==> config.mk <==
export PLATFORM = sky130hd
export DESIGN_NAME = cache_fill_ctrl
export DESIGN_NICKNAME = d
export VERILOG_FILES = /design/src/rtl/cache_fill_ctrl.sv
export SDC_FILE = /design/constraint.sdc
export NUM_CORES = 1
export LEC_CHECK = 0
export BUFFER_PORTS_ARGS = -buffer_cell sky130_fd_sc_hd__buf_2
export CORE_UTILIZATION = 45
export CTS_CLUSTER_SIZE = 14
export DETAILED_ROUTE_END_ITERATION = 6
export PLACE_DENSITY_LB_ADDON = 0.3
export SLEW_MARGIN = 20
export SYNTH_ARGS = -nofsm -noshare
export SYNTH_HDL_FRONTEND = slang
export SYNTH_SLANG_ARGS = --single-unit
==> constraint.sdc <==
create_clock -name clk -period 3.3 [get_ports clk]
set_clock_uncertainty 0.05 [all_clocks]
set_input_delay 0.66 -clock clk [delete_from_list [all_inputs] [get_ports clk]]
set_output_delay 0.66 -clock clk [all_outputs]
set_load 0.01 [all_outputs]
==> src/rtl/cache_fill_ctrl.sv <==
// cache_fill_ctrl: arbitrates per-channel cache misses and fills one aligned block per miss from a pipelined memory.
// Latency: mem_req rises the cycle after a miss is sampled; array writes are combinational with mem_data_valid; tag write one cycle after the last return.
// Backpressure: mem_ready low holds mem_addr and the issue count; losing or waiting channels are held via fsm_busy.
//
// Ports:
//   clk, rst                       clock and synchronous active-high reset
//   miss_detected, miss_address    per-channel level miss and packed byte addresses (channel i at [i*ADDR_W +: ADDR_W])
//   mem_req/mem_ready/mem_addr     word-request handshake towards memory
//   mem_data/mem_data_valid        in-order read returns
//   fsm_busy, fill_channel         per-channel stall, one-hot channel being filled
//   write_data_array, fill_index, fill_data, write_tag_array, fill_base   data/tag array write port
//   critical_valid, critical_data  early delivery of the requested word
module cache_fill_ctrl #(
  parameter int ADDR_W         = 16,
  parameter int DATA_W         = 16,
  parameter int WORDS          = 8,
  parameter int BYTES_PER_WORD = 2,
  parameter int NUM_CH         = 2
) (
  input  logic                       clk,
  input  logic                       rst,
  input  logic [NUM_CH-1:0]          miss_detected,
  input  logic [NUM_CH*ADDR_W-1:0]   miss_address,
  output logic                       mem_req,
  input  logic                       mem_ready,
  output logic [ADDR_W-1:0]          mem_addr,
  input  logic [DATA_W-1:0]          mem_data,
  input  logic                       mem_data_valid,
  output logic [NUM_CH-1:0]          fsm_busy,
  output logic [NUM_CH-1:0]          fill_channel,
  output logic                       write_data_array,
  output logic [$clog2(WORDS)-1:0]   fill_index,
  output logic [DATA_W-1:0]          fill_data,
  output logic                       write_tag_array,
  output logic [ADDR_W-1:0]          fill_base,
  output logic                       critical_valid,
  output logic [DATA_W-1:0]          critical_data
);

  localparam int WI    = $clog2(WORDS);
  localparam int BO    = $clog2(BYTES_PER_WORD);
  localparam int OFF   = WI + BO;
  localparam int CNT_W = WI + 1;
  localparam logic [CNT_W-1:0]  LAST     = CNT_W'(WORDS - 1);
  localparam logic [ADDR_W-1:0] BLK_MASK = {ADDR_W{1'b1}} << OFF;

  typedef enum logic [1:0] {IDLE, REQ, DRAIN, TAG} state_t;

  state_t              state_q, state_d;
  logic [NUM_CH-1:0]   ch_q, ch_d;
  logic [ADDR_W-1:0]   base_q, base_d;
  logic [WI-1:0]       crit_idx_q, crit_idx_d;
  logic [CNT_W-1:0]    issue_cnt_q, issue_cnt_d;
  logic [CNT_W-1:0]    rsp_cnt_q, rsp_cnt_d;
  logic [DATA_W-1:0]   crit_data_q, crit_data_d;
  logic                crit_vld_q, crit_vld_d;

  logic [NUM_CH-1:0]   sel_oh;
  logic [ADDR_W-1:0]   sel_addr;
  logic                ret;

  // Lowest asserted miss wins: isolate the least-significant set bit.
  always_comb begin
    sel_oh   = miss_detected & (~miss_detected + NUM_CH'(1));
    sel_addr = '0;
    for (int i = 0; i < NUM_CH; i++) begin
      if (sel_oh[i]) sel_addr = miss_address[i*ADDR_W +: ADDR_W];
    end
  end

  always_comb begin
    state_d          = state_q;
    ch_d             = ch_q;
    base_d           = base_q;
    crit_idx_d       = crit_idx_q;
    issue_cnt_d      = issue_cnt_q;
    rsp_cnt_d        = rsp_cnt_q;
    crit_data_d      = crit_data_q;
    crit_vld_d       = 1'b0;
    mem_req          = 1'b0;
    mem_addr         = '0;
    write_data_array = 1'b0;
    write_tag_array  = 1'b0;
    ret              = 1'b0;

    case (state_q)
      IDLE: begin
        if (|miss_detected) begin
          ch_d        = sel_oh;
          base_d      = sel_addr & BLK_MASK;
          crit_idx_d  = WI'(sel_addr >> BO);
          issue_cnt_d = '0;
          rsp_cnt_d   = '0;
          state_d     = REQ;
        end
      end
      REQ: begin
        mem_req  = 1'b1;
        mem_addr = base_q + (ADDR_W'(issue_cnt_q) << BO);
        ret      = mem_data_valid;
        if (mem_ready) begin
          issue_cnt_d = issue_cnt_q + CNT_W'(1);
          if (issue_cnt_q == LAST) state_d = DRAIN;
        end
      end
      DRAIN: ret = mem_data_valid;
      TAG: begin
        write_tag_array = 1'b1;
        state_d         = IDLE;
      end
      default: state_d = IDLE;
    endcase

    // Returns are handled after the state case so that the last return
    // takes precedence over the REQ->DRAIN move (zero-latency memory).
    if (ret) begin
      write_data_array = 1'b1;
      rsp_cnt_d        = rsp_cnt_q + CNT_W'(1);
      if (rsp_cnt_q[WI-1:0] == crit_idx_q) begin
        crit_data_d = mem_data;
        crit_vld_d  = 1'b1;
      end
      if (rsp_cnt_q == LAST) state_d = TAG;
    end
  end

  always_ff @(posedge clk) begin
    if (rst) begin
      state_q     <= IDLE;
      ch_q        <= '0;
      base_q      <= '0;
      crit_idx_q  <= '0;
      issue_cnt_q <= '0;
      rsp_cnt_q   <= '0;
      crit_data_q <= '0;
      crit_vld_q  <= 1'b0;
    end else begin
      state_q     <= state_d;
      ch_q        <= ch_d;
      base_q      <= base_d;
      crit_idx_q  <= crit_idx_d;
      issue_cnt_q <= issue_cnt_d;
      rsp_cnt_q   <= rsp_cnt_d;
      crit_data_q <= crit_data_d;
      crit_vld_q  <= crit_vld_d;
    end
  end

  assign fill_channel   = (state_q != IDLE) ? ch_q : '0;
  assign fsm_busy       = miss_detected | fill_channel;
  assign fill_index     = rsp_cnt_q[WI-1:0];
  assign fill_data      = mem_data;
  assign fill_base      = base_q;
  assign critical_valid = crit_vld_q;
  assign critical_data  = crit_data_q;

endmodule
==> flow_summary.yaml, run 1 <==
worst_setup_path:
  reg2reg_slack_ns: 1.19
  reg2reg_depth: 6
  critPathRequiredTime_ns: 2.59
  regToRegEndpoint: "fill_base[9]"
  critical_path.max_stage_delay_ns: 0.48
  slowest_stage: "or4_1"
  path_delay_family: "simple AND/OR/NAND/NOR gates"
  cp_data_arrival_time_ns: 2.03
  path_cells: "ha_1 > ha_1 > nand2_1 > or4_1 > a21oi_1 > buf_2"
  critPathLaunchType: "register"
  cp_common_cell: "ha_1"
  critPathKind: "reg2out"
  cp_max_fo: 4
  r2r-start: "state_q[1]"
  end_kind: "primary output"
  critPathBufInv: 1
layout:
  antennaDiodeCount: 0
  regArea_um2: 881
  fillers: 523
  syn_to_final_growth_pct: 21.6
  layout.nets: 460
  multi_input_area_um2: 1430
  drive_gt1_share_pct: 33.8
die:
  placementRows: 27
  ioPinCount: 129
  die_area_um2: 6050
  initial_core_util_pct: 46.9
  die_width_um: 77.8
  die_h_um: 77.8
  core_um2: 5510
placed_design:
  place_ws_ns: 0.884
  gp_congestion: 0.795
  hpwl_mm: 4.49
  portBuffers: 121
clocking:
  clock-root-buffer: "clkbuf_8"
  clkLatencyLatePin_ns: 0.29
  cts_inserted_buffers: 5
  clkTransAtPathRegs_ns: 0.08
  clock_path_buffers: 2
  cts_resized: 0
  cts_tree: "built"
  post_cts_buffers: 0
  htreeDepth: 2
  clock-sinks: 44
  hold_buffers: 0
run_status:
  status: "finished clean"
routing:
  drtPass1Iterations: 4
  wl_per_cell_um: 13.2
  drtIter0Drc: 97
  antenna_left: 0
  wl_mm: 6.20
  vias_per_cell: 5.22
  drcViolationCount: 0
  vias: 2460
power:
  peakVddDrop_mv: 0.269
  p_leak_nw: 1.43
  power_density_nw_per_um2: 402
min_path:
  hold_path_startpoint: "ch_q[0]"
  hold_class: "reg2reg"
  min_path_cells: 2
  min_to: "ch_q[0]"
timing:
  worstMarginPinSlew_ns: 0.857
  rsz0062_at_grt: "no"
  finalCriticalPeriod_ns: 2.74
  setup_viol: 0
  max_clock_freq_mhz: 364
  hold_violations: 0
  max_slew_margin_pct: 42.9
  tns_ns: 0
  setup_slack_ns: 0.555
  slew_viol_final: 0
  period_share_pct: 83.2
synthesis:
  synth_flop_cell: "dfxtp_1"
  async_flop_share_pct: 0
  synth_most_common_cell: "dfxtp_1"
  syn_avg_cell_area_um2: 8.44
  synthCells: 306
  synth_commonest_cells: "dfxtp_1, nand2b_1, nor2_1, buf_4, mux2i_1"
  netlist_area_um2: 2580
  synth_edf_count: 0
  ys_seq_area_share_pct: 34.1
  yosys-top-cells-area: "dfxtp_1, nand2b_1, buf_4, mux2i_1, nor2_1"
  yosysTopAreaCell: "dfxtp_1"
  ys_ff_latch: 44
  synth_warnings: 0
  synth_top_area_share_pct: 34.1
  synth_cell_types: 39
job:
  max_cap_viol_count: 0
grt:
  grt_pass1_wl_mm: 9.86
  antenna_found_initial: 0
  grt_pass1_vias: 2136
  grt_use_total_pct: 20.3
  grt-ovfl-total: 0
  grt_max_degree: 60
==> state kept, by name, indices dropped and copies added, names as in the netlist <==
name            count
fill_base          12
critical_data      16
issue_cnt_q         4
rsp_cnt_q           4
ch_q                2
critical_valid      1
state_q             2
crit_idx_q          3
==> area by class of cell <==
type | instances | area share (%)
multi-input combinational | 216 | 45.5
sequential | 44 | 28.1
timing repair buffer | 123 | 19.8
clock buffer | 8 | 2.87
tap | 72 | 2.87
inverter | 8 | 0.957
==> layer usage <==
metal  wire [um]  track usage [%]
met1        2750             25.8
met2        2840             33.0
met3         542             6.00
met4          76             6.42
met5           0                0
==> tightest hold or removal path: cells and delay by family, from the launching register on <==
family / cells / cell delay [ns]
and+or+nand+nor: 1 / 0.05
AOI/OAI and AO/OA: 1 / 0.05
DFF: 1 / 0.31
==> kinds of logic after synthesis <==
| kind of cell | after synthesis | share of synthesized area [%] |
|---|---|---|
| flip-flops | 44 | 34.1 |
| XOR/XNOR | 6 | 2.03 |
| AO/OA/AOI/OAI | 66 | 16.8 |
| adder cells (fa/ha/maj) | 8 | 3.88 |
| AND/OR/NAND/NOR | 113 | 24.8 |
| multiplexers | 18 | 7.03 |
| other | 1 | 0.145 |
| buffers and inverters | 50 | 11.2 |
==> metrics by stage <==
step / std cells / instance area, um^2 / power [mW] / utilization [%] / hold slack [ns]
after floorplan: 310 / 2600 / 0.829 / - / 0.382
after CTS: 471 / 3140 / 1.28 / 57.0 / 0.412
after detailed placement: 463 / 3050 / 0.931 / 55.4 / 0.401
after global routing: 471 / 3140 / 1.34 / 57.0 / 0.438
after global placement: 463 / 3050 / 0.924 / 55.4 / 0.387
final: 471 / 3140 / 1.26 / 57.0 / 0.408
==> worst max path at each step <==
| stage | start | end | slack (ns) | cells past startpoint |
|---|---|---|---|---|
| detailed placement | fill_base[4] | mem_addr[14] | 0.88 | 6 |
| finish | fill_base[4] | mem_addr[14] | 0.56 | 6 |
| global route | fill_base[4] | mem_addr[14] | 0.42 | 6 |
| floorplan | fill_base[4] | mem_addr[14] | 0.98 | 5 |
| CTS | fill_base[4] | mem_addr[14] | 0.55 | 6 |
| global placement | issue_cnt_q[3] | mem_addr[14] | 0.92 | 6 |
==> power by group <==
part,internal (mW),switching (mW)
Sequential,0.568,0.0433
Clock,0.171,0.174
Combinational,0.133,0.174
==> placed cells by master (no fill, tap or decap), types with 2 or more instances in the layout <==
master,Yosys,final
buf_2,3,121
a221oi_1,2,2
clkbuf_1,14,2
mux2i_1,17,17
or2_2,2,2
nor2b_1,4,4
o21ai_0,7,7
inv_1,8,8
and2_1,5,5
nor2_1,28,28
nand2_1,9,9
xor2_1,5,5
clkbuf_8,0,6
conb_1,1,5
nand2b_1,35,35
a21oi_1,15,15
nand3_1,12,12
a211oi_1,7,7
dfxtp_1,44,44
a2111oi_0,9,9
o31ai_1,6,6
o22ai_1,15,15
or3_1,5,5
a31oi_1,2,2
buf_4,24,2
ha_1,8,8
or4_1,6,6
(Power assumes the default switching activity.)
==> run 2: changes to the inputs <==
- ABC_AREA: default -> 1
- CORE_UTILIZATION: 45 -> 42
- clock period: 3.3 -> 2.3 ns (I/O delays scaled with it)
==> run 2 against run 1 <==
  * Clock power increased by 71%
  * Total power increased by 58%
  * Combinational power increased by 74%
  * First-iteration DRC count increased by 20%
  * Critical path type unchanged
==> flow_summary.yaml, run 2 <==
grt:
  grt_pass1_wl_mm: 11.0
  grt-ovfl-total: 0
  antenna_found_initial: 0
  grt_max_degree: 34
  grt_pass1_vias: 2442
  grt_use_total_pct: 20.9
worst_setup_path:
  critPathLaunchType: "register"
  critPathKind: "reg2out"
  critPathRequiredTime_ns: 1.79
  cp_data_arrival_time_ns: 1.69
  reg2reg_depth: 10
  end_kind: "primary output"
  regToRegEndpoint: "critical_data[3]"
  reg2reg_slack_ns: 0.34
  cp_max_fo: 4
  r2r-start: "state_q[0]"
routing:
  dr.max_layer_used: "met4"
  met1_length_mm: 3.21
  wl_met3_um: 273
  wl_per_cell_um: 12.5
  met2WireLength_mm: 3.49
  antenna_left: 0
  drtIter0Drc: 116
  vias: 2828
  wl_mm: 7.07
  vias_per_cell: 4.99
  drcViolationCount: 0
  drtPass1Iterations: 4
synthesis:
  netlist_area_um2: 2740
  synth_most_common_cell: "nand2_1"
  ys_ff_latch: 44
  yosys-top-cells-area: "dfxtp_1, nand2_1, buf_4, a21oi_1, nor2_1"
  synth_top_area_share_pct: 32.2
  synth_cell_types: 31
  syn_avg_cell_area_um2: 6.93
  ys_seq_area_share_pct: 32.2
  synthCells: 395
  async_flop_share_pct: 0
  synth_warnings: 0
  synth_edf_count: 0
  synth_commonest_cells: "nand2_1, dfxtp_1, nor2_1, a21oi_1"
  synth_flop_cell: "dfxtp_1"
  yosysTopAreaCell: "dfxtp_1"
placed_design:
  portBuffers: 121
  hpwl_mm: 5.10
  gp_congestion: 0.840
clocking:
  cts_inserted_buffers: 5
  htreeDepth: 2
  clock-sinks: 44
  clkLatencyLatePin_ns: 0.30
  clock_path_buffers: 2
  post_cts_buffers: 0
  clock-root-buffer: "clkbuf_8"
  cts_tree: "built"
  clkTransAtPathRegs_ns: 0.09
min_path:
  min_to: "fill_base[9]"
  min_path_cells: 3
  hold_class: "in2reg"
  hold_path_startpoint: "miss_address[9]"
timing:
  worstMarginPinSlew_ns: 0.727
  max_clock_freq_mhz: 456
  rsz0062_at_grt: "yes"
  max_slew_margin_pct: 51.4
  setup_viol: 0
  hold_violations: 0
  period_share_pct: 95.4
  slew_viol_final: 0
  finalCriticalPeriod_ns: 2.20
power:
  p_switching_mw: 0.649
  seqPwrFrac_pct: 43.6
  peakVddDrop_mv: 0.378
  finalPower_mw: 2.00
  swShare_pct: 32.5
  power_density_nw_per_um2: 601
  p_int_mw: 1.35
  p_leak_nw: 1.65
  p_comb_share_pct: 26.8
  clockPowerShare_pct: 29.6
die:
  placementRows: 29
  core_um2: 6310
  die_area_um2: 6850
  ioPinCount: 129
  die_width_um: 82.8
  initial_core_util_pct: 43.4
  die_h_um: 82.8
layout:
  antennaDiodeCount: 0
  drive_gt1_share_pct: 33.5
  largest_reg_flops: 16
  regArea_um2: 883
  mostFrequentLayoutCells: "buf_2, nand2_1, dfxtp_1"
  finalCoreUtilization_pct: 52.6
  syn_to_final_growth_pct: 21.3
  layout.nets: 551
  layout_commonest_cell: "buf_2"
  multi_input_area_um2: 1450
  fillers: 658
job:
  max_cap_viol_count: 0
run_status:
  status: "finished clean"
[run 2: cell types whose count changed after synthesis, sizes merged, moves of 13 or more]
| cell | previous run | this run |
|---|---|---|
| nand3b | 0 | 16 |
| nand3 | 12 | 25 |
| buf | 28 | 42 |
| nand4 | 2 | 19 |
| a21oi | 15 | 34 |
| nand2 | 9 | 93 |
| nor2 | 28 | 44 |
| inv | 8 | 32 |
| a31oi | 2 | 15 |
| mux2i | 17 | 0 |
| o22ai | 15 | 0 |
| nand2b | 35 | 0 |
[run 2: routing by layer]
metal / vias to the layer above / track usage [%]
met2: 66 / 34.5
met1: 1290 / 27.6
li1: 1463 / -
met5: - / 0
met3: 9 / 3.63
met4: 0 / 6.38
[run 2: worst max path at each step]
| stage | slack (ns) | end | depth (start not counted) | startpoint |
|---|---|---|---|---|
| after global placement | 0.33 | mem_addr[12] | 7 | issue_cnt_q[3] |
| after floorplan | 0.42 | mem_addr[9] | 6 | state_q[1] |
| after global routing | -0.007 | mem_addr[14] | 7 | issue_cnt_q[3] |
| final | 0.10 | mem_addr[14] | 7 | issue_cnt_q[3] |
| after detailed placement | 0.29 | mem_addr[12] | 7 | issue_cnt_q[3] |
| after CTS | 0.03 | mem_addr[12] | 7 | issue_cnt_q[3] |
[run 2: cells by family (layout without fill, tap and decap cells)]
kind of cell    Yosys count  after routing  share of synthesized area (%)
compound gates           60             60                           12.3
simple gates            202            202                           35.1
fa+ha+maj                 8              8                           3.65
xor+xnor                  1              1                          0.320
other cells               1              5                          0.137
flops                    44             44                           32.2
buf+inv                  79            170                           16.4
[run 2: cell type report]
type	count	share of cell area, %
well taps	77	2.90
clock inverters	2	1.05
inverters	33	3.73
flip-flops and latches	44	26.6
repair buffers	129	20.0
clock buffers	6	2.18
multi-input cells	276	43.5
[run 2: power by group through the flow]
stage,Combinational [mW],Clock [mW],Sequential [mW]
floorplan,0.375,0,0.898
global placement,0.525,0,0.884
detailed placement,0.532,0,0.886
CTS,0.533,0.602,0.869
global route,0.601,0.636,0.881
finish,0.535,0.590,0.871
[run 2: stage by stage]
stage                     TNS [ns]  hold WS, ns  worst slack [ns]  instances  cell area, um^2
after global placement           0        0.398             0.326        559             3190
after global routing      -0.00704        0.390          -0.00704        567             3320
after floorplan                  0        0.389             0.423        399             2750
after detailed placement         0        0.410             0.294        559             3190
after CTS                        0        0.380            0.0295        567             3310
final                            0        0.377             0.105        567             3320
[run 2: what timing repair did]
action                     CTS  global route
gates resized for setup      3             6
pin swaps                    0             2
cloned                       0             0
hold buffers                 0             0
setup endpoints to repair    3             5
[run 2: critical path, stage by stage, from the launching register on]
cell,delay (ns)
dfxtp_2,0.37
ha_1,0.18
ha_2,0.20
nand2_2,0.09
nor2_2,0.16
nand4_1,0.10
a21oi_1,0.15
buf_2,0.14
